===== config.mk =====
export PLATFORM = sky130hd
export DESIGN_NAME = vme_cmd_sequencer_flat
export DESIGN_NICKNAME = d
export VERILOG_FILES = /design/src/rtl/vme_seq_pkg.sv /design/src/rtl/vme_cmd_sequencer_if.sv /design/src/rtl/vme_seq_fifo.sv /design/src/rtl/vme_cmd_sequencer.sv /design/src/flat_wrapper.sv
export SDC_FILE = /design/constraint.sdc
export NUM_CORES = 2
export LEC_CHECK = 0
export BUFFER_PORTS_ARGS = -buffer_cell sky130_fd_sc_hd__buf_4
export CAP_MARGIN = 15
export CORE_MARGIN = 10
export CORE_UTILIZATION = 30
export DETAILED_ROUTE_END_ITERATION = 8
export PLACE_DENSITY = 0.5
export SLEW_MARGIN = 0
export SYNTH_ARGS = -nofsm -noshare
export SYNTH_HDL_FRONTEND = slang
export SYNTH_HIERARCHICAL = 1
export SYNTH_SLANG_ARGS = --single-unit

===== constraint.sdc =====
create_clock -name clk -period 10.12 [get_ports clk]
set_input_delay 2.024 -clock clk [delete_from_list [all_inputs] [get_ports clk]]
set_output_delay 2.024 -clock clk [all_outputs]
set_load 0.02 [all_outputs]

===== src/rtl/vme_seq_pkg.sv =====
`default_nettype none
// +----------------------------------------------------------------------------+
// | Package : vme_seq_pkg                                                      |
// | Shared op/state encodings and the result record for vme_cmd_sequencer.     |
// | VME_SEQ_COMPARE_EN adds a mismatch flag to the result record.              |
// | Revision: 1.0                                                              |
// +----------------------------------------------------------------------------+
package vme_seq_pkg;

  localparam int RD_BIT     = 25;
  localparam int WR_BIT     = 24;
  localparam int MAX_ADDR_W = 24;
  localparam int MAX_DATA_W = 32;

  typedef enum logic [1:0] {
    OP_NOP   = 2'b00,
    OP_WRITE = 2'b01,
    OP_READ  = 2'b10,
    OP_END   = 2'b11
  } op_e;

  typedef enum logic [2:0] {
    S_IDLE  = 3'd0,
    S_FETCH = 3'd1,
    S_ISSUE = 3'd2,
    S_WAIT  = 3'd3,
    S_DONE  = 3'd4
  } state_e;

  // Sized for the widest legal configuration; the top slices what it needs.
  typedef struct packed {
    op_e                   op;
    logic [MAX_ADDR_W-1:0] addr;
    logic [MAX_DATA_W-1:0] data;
    logic                  timeout;
`ifdef VME_SEQ_COMPARE_EN
    logic                  mismatch;
`endif
  } res_t;

endpackage
`default_nettype wire


===== src/rtl/vme_cmd_sequencer_if.sv =====
`default_nettype none
// +----------------------------------------------------------------------------+
// | Interface : vme_cmd_sequencer_if                                           |
// | Loader, playback control, VME decoder and result-queue signals.            |
// | VME_SEQ_COMPARE_EN adds res_mismatch and mismatch_cnt.                     |
// | Revision: 1.0                                                              |
// +----------------------------------------------------------------------------+
interface vme_cmd_sequencer_if #(
  parameter int unsigned ADDR_W = 16,
  parameter int unsigned DATA_W = 16
) ();
  logic              load_valid;
  logic              load_ready;
  logic [1:0]        load_op;
  logic [ADDR_W-1:0] load_addr;
  logic [DATA_W-1:0] load_data;
  logic              load_clr;
  logic              go;
  logic              busy;
  logic              done;
  logic              vme_cmd_rd;
  logic              start;
  logic [31:0]       vme_cmd_reg;
  logic [31:0]       vme_dat_reg_in;
  logic              vme_dat_wr;
  logic [31:0]       vme_dat_reg_out;
  logic              res_valid;
  logic              res_ready;
  logic [1:0]        res_op;
  logic [ADDR_W-1:0] res_addr;
  logic [DATA_W-1:0] res_data;
  logic              res_timeout;
`ifdef VME_SEQ_COMPARE_EN
  logic              res_mismatch;
  logic [15:0]       mismatch_cnt;
`endif

  modport master (
    output load_valid, load_op, load_addr, load_data, load_clr, go,
           vme_cmd_rd, vme_dat_wr, vme_dat_reg_out, res_ready,
    input  load_ready, busy, done, start, vme_cmd_reg, vme_dat_reg_in,
           res_valid, res_op, res_addr, res_data, res_timeout
`ifdef VME_SEQ_COMPARE_EN
    , input res_mismatch, mismatch_cnt
`endif
  );

  modport slave (
    input  load_valid, load_op, load_addr, load_data, load_clr, go,
           vme_cmd_rd, vme_dat_wr, vme_dat_reg_out, res_ready,
    output load_ready, busy, done, start, vme_cmd_reg, vme_dat_reg_in,
           res_valid, res_op, res_addr, res_data, res_timeout
`ifdef VME_SEQ_COMPARE_EN
    , output res_mismatch, mismatch_cnt
`endif
  );
endinterface
`default_nettype wire


===== src/rtl/vme_seq_fifo.sv =====
`default_nettype none
// +----------------------------------------------------------------------------+
// | Module  : vme_seq_fifo                                                     |
// | Generic synchronous FIFO; push while full is accepted when popping too.    |
// | Revision: 1.0                                                              |
// +----------------------------------------------------------------------------+
module vme_seq_fifo #(
  parameter int unsigned WIDTH = 8,
  parameter int unsigned DEPTH = 16
) (
  input  logic             clk,
  input  logic             rst_n,
  input  logic             push_i,
  input  logic [WIDTH-1:0] wdata_i,
  input  logic             pop_i,
  output logic [WIDTH-1:0] rdata_o,
  output logic             full_o,
  output logic             empty_o
);
  localparam int unsigned AW = $clog2(DEPTH);

  logic [WIDTH-1:0] mem_q [DEPTH];
  logic [AW:0]      wr_ptr_q;
  logic [AW:0]      rd_ptr_q;
  logic             w_do_push;
  logic             w_do_pop;

  assign empty_o   = (wr_ptr_q == rd_ptr_q);
  assign full_o    = (wr_ptr_q[AW] != rd_ptr_q[AW]) &&
                     (wr_ptr_q[AW-1:0] == rd_ptr_q[AW-1:0]);
  assign w_do_pop  = pop_i && !empty_o;
  assign w_do_push = push_i && (!full_o || w_do_pop);
  assign rdata_o   = mem_q[rd_ptr_q[AW-1:0]];

  always_ff @(posedge clk or negedge rst_n) begin
    if (!rst_n) begin
      wr_ptr_q <= '0;
      rd_ptr_q <= '0;
    end else begin
      if (w_do_push) wr_ptr_q <= wr_ptr_q + 1'b1;
      if (w_do_pop)  rd_ptr_q <= rd_ptr_q + 1'b1;
    end
  end

  always_ff @(posedge clk) begin
    if (w_do_push) mem_q[wr_ptr_q[AW-1:0]] <= wdata_i;
  end
endmodule
`default_nettype wire


===== src/rtl/vme_cmd_sequencer.sv =====
`default_nettype none
// +----------------------------------------------------------------------------+
// | Module  : vme_cmd_sequencer                                                |
// | Stores a R/W/NOP/END program and replays it into the VME command/data      |
// | registers on go, queueing one result per R/W. VME_SEQ_COMPARE_EN enables   |
// | expected-data comparison for reads and the mismatch counter.               |
// | Revision: 1.0                                                              |
// +----------------------------------------------------------------------------+
module vme_cmd_sequencer
  import vme_seq_pkg::*;
#(
  parameter int unsigned DATA_W    = 16,
  parameter int unsigned ADDR_W    = 16,
  parameter int unsigned DEPTH     = 64,
  parameter int unsigned RES_DEPTH = 16,
  parameter logic [31:0] CMD_MASK  = 32'h00A80000,
  parameter int unsigned TIMEOUT   = 1023
) (
  input logic               clk,
  input logic               rst_n,
  vme_cmd_sequencer_if.slave bus
);
  localparam int unsigned   IW       = $clog2(DEPTH);
  localparam int unsigned   PW       = IW + 1;
  localparam int unsigned   TW       = $clog2(TIMEOUT + 1);
  localparam logic [PW-1:0] FULL_CNT = PW'(DEPTH);
  localparam logic [TW-1:0] TMO_CNT  = TW'(TIMEOUT);

  state_e            state_q, state_d;
  logic [PW-1:0]     pc_q, pc_d;
  logic [PW-1:0]     count_q;
  logic [TW-1:0]     timer_q, timer_d;
  logic              start_q, start_d;
  logic              zdone_q, zdone_d;
  logic [31:0]       cmd_q, cmd_d;
  logic [31:0]       dat_q, dat_d;

  logic [1:0]        prog_op_q   [DEPTH];
  logic [ADDR_W-1:0] prog_addr_q [DEPTH];
  logic [DATA_W-1:0] prog_data_q [DEPTH];

  op_e               w_op;
  logic [ADDR_W-1:0] w_addr;
  logic [DATA_W-1:0] w_data;
  logic [DATA_W-1:0] w_rd_data;
  logic              w_idle, w_go, w_load_ready, w_load_acc;
  logic              w_push, w_tmo, w_res_full, w_res_empty;
  res_t              w_res, w_res_rd;
  logic              w_unused_bits;

  assign w_op         = op_e'(prog_op_q[pc_q[IW-1:0]]);
  assign w_addr       = prog_addr_q[pc_q[IW-1:0]];
  assign w_data       = prog_data_q[pc_q[IW-1:0]];
  assign w_rd_data    = bus.vme_dat_reg_out[DATA_W-1:0];
  assign w_idle       = (state_q == S_IDLE);
  assign w_go         = w_idle && bus.go;
  assign w_load_ready = w_idle && (count_q != FULL_CNT);
  assign w_load_acc   = bus.load_valid && w_load_ready && !bus.load_clr;
  // A response arriving on the expiry cycle is treated as a normal response.
  assign w_tmo        = !bus.vme_dat_wr && (timer_q == TMO_CNT);

  always_ff @(posedge clk) begin
    if (w_load_acc) begin
      prog_op_q[count_q[IW-1:0]]   <= bus.load_op;
      prog_addr_q[count_q[IW-1:0]] <= bus.load_addr;
      prog_data_q[count_q[IW-1:0]] <= bus.load_data;
    end
  end

  always_ff @(posedge clk or negedge rst_n) begin
    if (!rst_n) begin
      count_q <= '0;
    end else if (w_idle && bus.load_clr) begin
      count_q <= '0;
    end else if (w_load_acc) begin
      count_q <= count_q + 1'b1;
    end
  end

  always_ff @(posedge clk or negedge rst_n) begin
    if (!rst_n) begin
      state_q <= S_IDLE;
      pc_q    <= '0;
      timer_q <= '0;
      start_q <= 1'b0;
      zdone_q <= 1'b0;
      cmd_q   <= CMD_MASK;
      dat_q   <= '0;
    end else begin
      state_q <= state_d;
      pc_q    <= pc_d;
      timer_q <= timer_d;
      start_q <= start_d;
      zdone_q <= zdone_d;
      cmd_q   <= cmd_d;
      dat_q   <= dat_d;
    end
  end

  always_comb begin
    state_d = state_q;
    pc_d    = pc_q;
    timer_d = timer_q;
    start_d = 1'b0;
    zdone_d = 1'b0;
    cmd_d   = CMD_MASK;
    dat_d   = '0;
    w_push  = 1'b0;
    unique case (state_q)
      S_IDLE: begin
        if (bus.go) begin
          if (count_q == '0) begin
            zdone_d = 1'b1;
          end else begin
            state_d = S_FETCH;
            pc_d    = '0;
          end
        end
      end
      S_FETCH: begin
        if ((pc_q == count_q) || (w_op == OP_END)) begin
          state_d = S_DONE;
        end else if (w_op == OP_NOP) begin
          pc_d = pc_q + 1'b1;
        end else if (!w_res_full) begin
          state_d = S_ISSUE;
        end
      end
      S_ISSUE: begin
        if (bus.vme_cmd_rd) begin
          start_d = 1'b1;
          cmd_d   = CMD_MASK | (32'(w_op == OP_READ) << RD_BIT)
                             | (32'(w_op == OP_WRITE) << WR_BIT) | 32'(w_addr);
          dat_d   = (w_op == OP_WRITE) ? 32'(w_data) : 32'd0;
          timer_d = '0;
          state_d = S_WAIT;
        end
      end
      S_WAIT: begin
        if (bus.vme_dat_wr || w_tmo) begin
          w_push  = 1'b1;
          pc_d    = pc_q + 1'b1;
          state_d = S_FETCH;
        end else begin
          timer_d = timer_q + 1'b1;
        end
      end
      S_DONE:  state_d = S_IDLE;
      default: state_d = S_IDLE;
    endcase
  end

  always_comb begin
    w_res      = '0;
    w_res.op   = w_op;
    w_res.addr = MAX_ADDR_W'(w_addr);
    if (w_tmo) begin
      w_res.timeout = 1'b1;
    end else begin
      w_res.data = MAX_DATA_W'((w_op == OP_READ) ? w_rd_data : w_data);
    end
`ifdef VME_SEQ_COMPARE_EN
    w_res.mismatch = w_tmo || ((w_op == OP_READ) && (w_rd_data != w_data));
`endif
  end

  vme_seq_fifo #(
    .WIDTH ($bits(res_t)),
    .DEPTH (RES_DEPTH)
  ) u_res_fifo (
    .clk     (clk),
    .rst_n   (rst_n),
    .push_i  (w_push),
    .wdata_i (w_res),
    .pop_i   (bus.res_ready),
    .rdata_o (w_res_rd),
    .full_o  (w_res_full),
    .empty_o (w_res_empty)
  );

`ifdef VME_SEQ_COMPARE_EN
  logic [15:0] mcnt_q;
  always_ff @(posedge clk or negedge rst_n) begin
    if (!rst_n) begin
      mcnt_q <= '0;
    end else if (w_go) begin
      mcnt_q <= '0;
    end else if (w_push && w_res.mismatch && (mcnt_q != 16'hFFFF)) begin
      mcnt_q <= mcnt_q + 1'b1;
    end
  end
  assign bus.res_mismatch = !w_res_empty && w_res_rd.mismatch;
  assign bus.mismatch_cnt = mcnt_q;
`endif

  assign bus.load_ready     = w_load_ready;
  assign bus.busy           = !w_idle;
  assign bus.done           = (state_q == S_DONE) || zdone_q;
  assign bus.start          = start_q;
  assign bus.vme_cmd_reg    = cmd_q;
  assign bus.vme_dat_reg_in = dat_q;
  assign bus.res_valid      = !w_res_empty;
  assign bus.res_op         = w_res_rd.op;
  assign bus.res_addr       = w_res_rd.addr[ADDR_W-1:0];
  assign bus.res_data       = w_res_rd.data[DATA_W-1:0];
  // Stale FIFO storage must not show a timeout flag after reset.
  assign bus.res_timeout    = !w_res_empty && w_res_rd.timeout;

  assign w_unused_bits = ^{w_res_rd, bus.vme_dat_reg_out};
endmodule
`default_nettype wire


===== src/flat_wrapper.sv =====
// flat-port wrapper written by rule: the top's interface ports become plain ports
module vme_cmd_sequencer_flat import vme_seq_pkg::*;
#(
  parameter int unsigned DATA_W    = 16,
  parameter int unsigned ADDR_W    = 16,
  parameter int unsigned DEPTH     = 64,
  parameter int unsigned RES_DEPTH = 16,
  parameter logic [31:0] CMD_MASK  = 32'h00A80000,
  parameter int unsigned TIMEOUT   = 1023
)
  (clk, rst_n, bus_load_valid, bus_load_op, bus_load_addr, bus_load_data, bus_load_clr, bus_go, bus_vme_cmd_rd, bus_vme_dat_wr, bus_vme_dat_reg_out, bus_res_ready, bus_load_ready, bus_busy, bus_done, bus_start, bus_vme_cmd_reg, bus_vme_dat_reg_in, bus_res_valid, bus_res_op, bus_res_addr, bus_res_data, bus_res_timeout);
  vme_cmd_sequencer_if #(.ADDR_W(ADDR_W), .DATA_W(DATA_W)) bus_i ();
  input logic clk;
  input logic rst_n;
  input wire logic [$bits(bus_i.load_valid)-1:0] bus_load_valid;
  input wire logic [$bits(bus_i.load_op)-1:0] bus_load_op;
  input wire logic [$bits(bus_i.load_addr)-1:0] bus_load_addr;
  input wire logic [$bits(bus_i.load_data)-1:0] bus_load_data;
  input wire logic [$bits(bus_i.load_clr)-1:0] bus_load_clr;
  input wire logic [$bits(bus_i.go)-1:0] bus_go;
  input wire logic [$bits(bus_i.vme_cmd_rd)-1:0] bus_vme_cmd_rd;
  input wire logic [$bits(bus_i.vme_dat_wr)-1:0] bus_vme_dat_wr;
  input wire logic [$bits(bus_i.vme_dat_reg_out)-1:0] bus_vme_dat_reg_out;
  input wire logic [$bits(bus_i.res_ready)-1:0] bus_res_ready;
  output wire logic [$bits(bus_i.load_ready)-1:0] bus_load_ready;
  output wire logic [$bits(bus_i.busy)-1:0] bus_busy;
  output wire logic [$bits(bus_i.done)-1:0] bus_done;
  output wire logic [$bits(bus_i.start)-1:0] bus_start;
  output wire logic [$bits(bus_i.vme_cmd_reg)-1:0] bus_vme_cmd_reg;
  output wire logic [$bits(bus_i.vme_dat_reg_in)-1:0] bus_vme_dat_reg_in;
  output wire logic [$bits(bus_i.res_valid)-1:0] bus_res_valid;
  output wire logic [$bits(bus_i.res_op)-1:0] bus_res_op;
  output wire logic [$bits(bus_i.res_addr)-1:0] bus_res_addr;
  output wire logic [$bits(bus_i.res_data)-1:0] bus_res_data;
  output wire logic [$bits(bus_i.res_timeout)-1:0] bus_res_timeout;
  assign bus_i.load_valid = bus_load_valid;
  assign bus_i.load_op = bus_load_op;
  assign bus_i.load_addr = bus_load_addr;
  assign bus_i.load_data = bus_load_data;
  assign bus_i.load_clr = bus_load_clr;
  assign bus_i.go = bus_go;
  assign bus_i.vme_cmd_rd = bus_vme_cmd_rd;
  assign bus_i.vme_dat_wr = bus_vme_dat_wr;
  assign bus_i.vme_dat_reg_out = bus_vme_dat_reg_out;
  assign bus_i.res_ready = bus_res_ready;
  assign bus_load_ready = bus_i.load_ready;
  assign bus_busy = bus_i.busy;
  assign bus_done = bus_i.done;
  assign bus_start = bus_i.start;
  assign bus_vme_cmd_reg = bus_i.vme_cmd_reg;
  assign bus_vme_dat_reg_in = bus_i.vme_dat_reg_in;
  assign bus_res_valid = bus_i.res_valid;
  assign bus_res_op = bus_i.res_op;
  assign bus_res_addr = bus_i.res_addr;
  assign bus_res_data = bus_i.res_data;
  assign bus_res_timeout = bus_i.res_timeout;
  vme_cmd_sequencer #(.DATA_W(DATA_W), .ADDR_W(ADDR_W), .DEPTH(DEPTH), .RES_DEPTH(RES_DEPTH), .CMD_MASK(CMD_MASK), .TIMEOUT(TIMEOUT)) u_core (.clk(clk), .rst_n(rst_n), .bus(bus_i));
endmodule

==> impl_metrics.env <==
export IMPL_status="complete, no violations"
export IMPL_vias=49600
export IMPL_cpPeakStageDelay_ns=0.93
export IMPL_antenna_found_initial=14
export IMPL_grt_max_degree=109
export IMPL_fp_dieH_um=618
export IMPL_p_sw_frac=0.257
export IMPL_r2r_cells=9
export IMPL_cts_resized=0
export IMPL_grt_pass1_vias=51400
export IMPL_r2r_end="u_core/u_res_fifo/mem_q[14][1]"
export IMPL_final_period_utilization=0.584
export IMPL_grt_ovfl_total=0
export IMPL_criticalPathCategory="reg -> out"
export IMPL_p_total_mw=28.3
export IMPL_regArea_um2=84000
export IMPL_die_x_um=618
export IMPL_p_clk_frac=0.364
export IMPL_start_util=0.301
export IMPL_peakVddDrop_v=0.000240
export IMPL_crit_chain="buf_12 > mux4_2 > a22oi_1 > nand2_1 > buf_4"
export IMPL_clk_latency_ns=0.87
export IMPL_io_buffers=131
export IMPL_avgViaCountPerCell=5.03
export IMPL_cts_sinks=2809
export IMPL_endpoint="bus_res_addr[10]"
export IMPL_min_period_ns=5.91
export IMPL_worstSetupEndpointType="output pin"
export IMPL_htree_num_levels=5
export IMPL_cts_tree="yes"
export IMPL_cp_start_kind="register"
export IMPL_dieArea_um2=382000
export IMPL_dp_hpwl_mm=154
export IMPL_holdCritPathClass="reg -> reg"
export IMPL_setup_viol=0
export IMPL_avgSynthCellArea_um2=23.3
export IMPL_grtUsageTotal=0.146
export IMPL_hold_buffers=0
export IMPL_drive_above_1_share=0.304
export IMPL_wirelength_mm=288
export IMPL_multi_input_area_um2=22300
export IMPL_dr_pass1_iters=7
export IMPL_syn_inst=4596
export IMPL_core_area_um2=356000
export IMPL_sequentialPowerShare=0.470
export IMPL_drtIter0Drc=4898
export IMPL_ant_nets=0
export IMPL_crit_required_ns=8.10
export IMPL_slew_viol_final=0
export IMPL_pwr_density_cell_nw_per_um2=229
export IMPL_synthesis_area_um2=107000
export IMPL_p_leak_nw=37.6
export IMPL_fillCellCount=32800
export IMPL_clock_fmax_mhz=169
export IMPL_crit_slowest_cell="dfrtp_4"
export IMPL_cts_clk_slew_worst_paths_ns=0.06
export IMPL_synth_warnings=6
export IMPL_max_cap_viol_count=0
export IMPL_core_rowCount=219
export IMPL_p_comb_frac=0.166
export IMPL_hold_viol_final=0
export IMPL_cts_buffers=294
export IMPL_syn2layout_area_growth_pct=15.2
export IMPL_grt_pass1_wl_mm=401
export IMPL_fin_tns_setup_ns=0
export IMPL_post_cts_buffers=0
export IMPL_finClkSkew_ns=0.0543
export IMPL_ioPinCount=178
export IMPL_rrSetupSlack_ns=4.60
export IMPL_intPower_mw=21.0
export IMPL_worstPathMaxFanout=108
export IMPL_slew_headroom=0.198
export IMPL_crit_start="u_core/u_res_fifo/rd_ptr_q[0]"
export IMPL_clock_path_buffers=4
export IMPL_arrival_ns=3.89
export IMPL_root_buffer="clkbuf_16"
export IMPL_gp_congestion=0.729
export IMPL_rsz0062_at_grt="false"
export IMPL_timing_rr_start="u_core/pc_q[0]"
export IMPL_tightestPinTransition_ns=1.20
export IMPL_nets=4971
export IMPL_wl_per_cell_um=29.1
export IMPL_drc=0
export IMPL_p_switching_mw=7.27
[power by group through the flow]
stage | Clock (mW) | Sequential, mW | Combinational, mW
floorplan | 0 | 13.4 | 3.27
global placement | 0 | 13.6 | 4.75
detailed placement | 0 | 13.6 | 4.80
CTS | 10.6 | 13.3 | 4.80
global route | 11.0 | 13.3 | 5.04
finish | 10.3 | 13.3 | 4.69
[metal layers]
| metal | vias up | wire [um] | GRT usage |
|---|---|---|---|
| li1 | 20200 | - | - |
| met1 | 27500 | 121000 | 0.198 |
| met2 | 1549 | 143000 | 0.249 |
| met3 | 359 | 16000 | 0.0211 |
| met4 | 4 | 7210 | 0.0371 |
| met5 | - | 27 | 0 |
[final cells by class]
type / instances / area share
clock inverter: 134 / 0.00887
inverter: 34 / 0.00103
clock buffer: 387 / 0.0642
timing repair buffer: 273 / 0.0173
antenna: 6 / 0.000122
sequential: 2809 / 0.680
tap: 4751 / 0.0481
multi-input combinational: 1476 / 0.180
[stage by stage]
step	cell area (um^2)	std cells	worst slack, ns	utilization	hold WS, ns
finish	124000	9870	4.21	0.347	0.493
global route	124000	9865	3.86	0.347	0.518
CTS	124000	9864	4.02	0.347	0.493
detailed placement	115000	9343	4.51	0.322	0.483
global placement	115000	9342	4.50	0.322	0.477
floorplan	107000	4624	4.58	-	0.462
[critical path, delay by kind of cell, from the launching register on]
kind                   cells  cell delay [ns]
AO/OA/AOI/OAI              1             0.20
flip-flops                 1             0.93
buffers and inverters      2             0.95
AND/OR/NAND/NOR            1             0.17
multiplexers               1             0.62
[how the worst min path moves through the flow]
| stage | end | cells after the start | start |
|---|---|---|---|
| 3_3_place_gp | u_core/u_res_fifo/wr_ptr_q[4] | 1 | u_core/u_res_fifo/wr_ptr_q[4] |
| 3_5_place_dp | u_core/u_res_fifo/wr_ptr_q[4] | 1 | u_core/u_res_fifo/wr_ptr_q[4] |
| 2_1_floorplan | u_core/u_res_fifo/wr_ptr_q[4] | 1 | u_core/u_res_fifo/wr_ptr_q[4] |
| 4_1_cts | u_core/u_res_fifo/wr_ptr_q[4] | 1 | u_core/u_res_fifo/wr_ptr_q[4] |
| 6_report | u_core/u_res_fifo/wr_ptr_q[4] | 1 | u_core/u_res_fifo/wr_ptr_q[4] |
| 5_1_grt | u_core/u_res_fifo/wr_ptr_q[4] | 1 | u_core/u_res_fifo/wr_ptr_q[4] |
[cell usage in the layout, fill, tap and decap left out, drive strengths merged, types with 22 or more instances in the layout]
master,n
nor3,23
and2,22
clkbuf,387
clkinv,99
inv,46
buf,273
edfxtp,2736
a22oi,110
a22o,48
dfrtp,73
conb,30
mux4,764
a221oi,48
nand2,80
nor2,128
(Power assumes the default switching activity.)
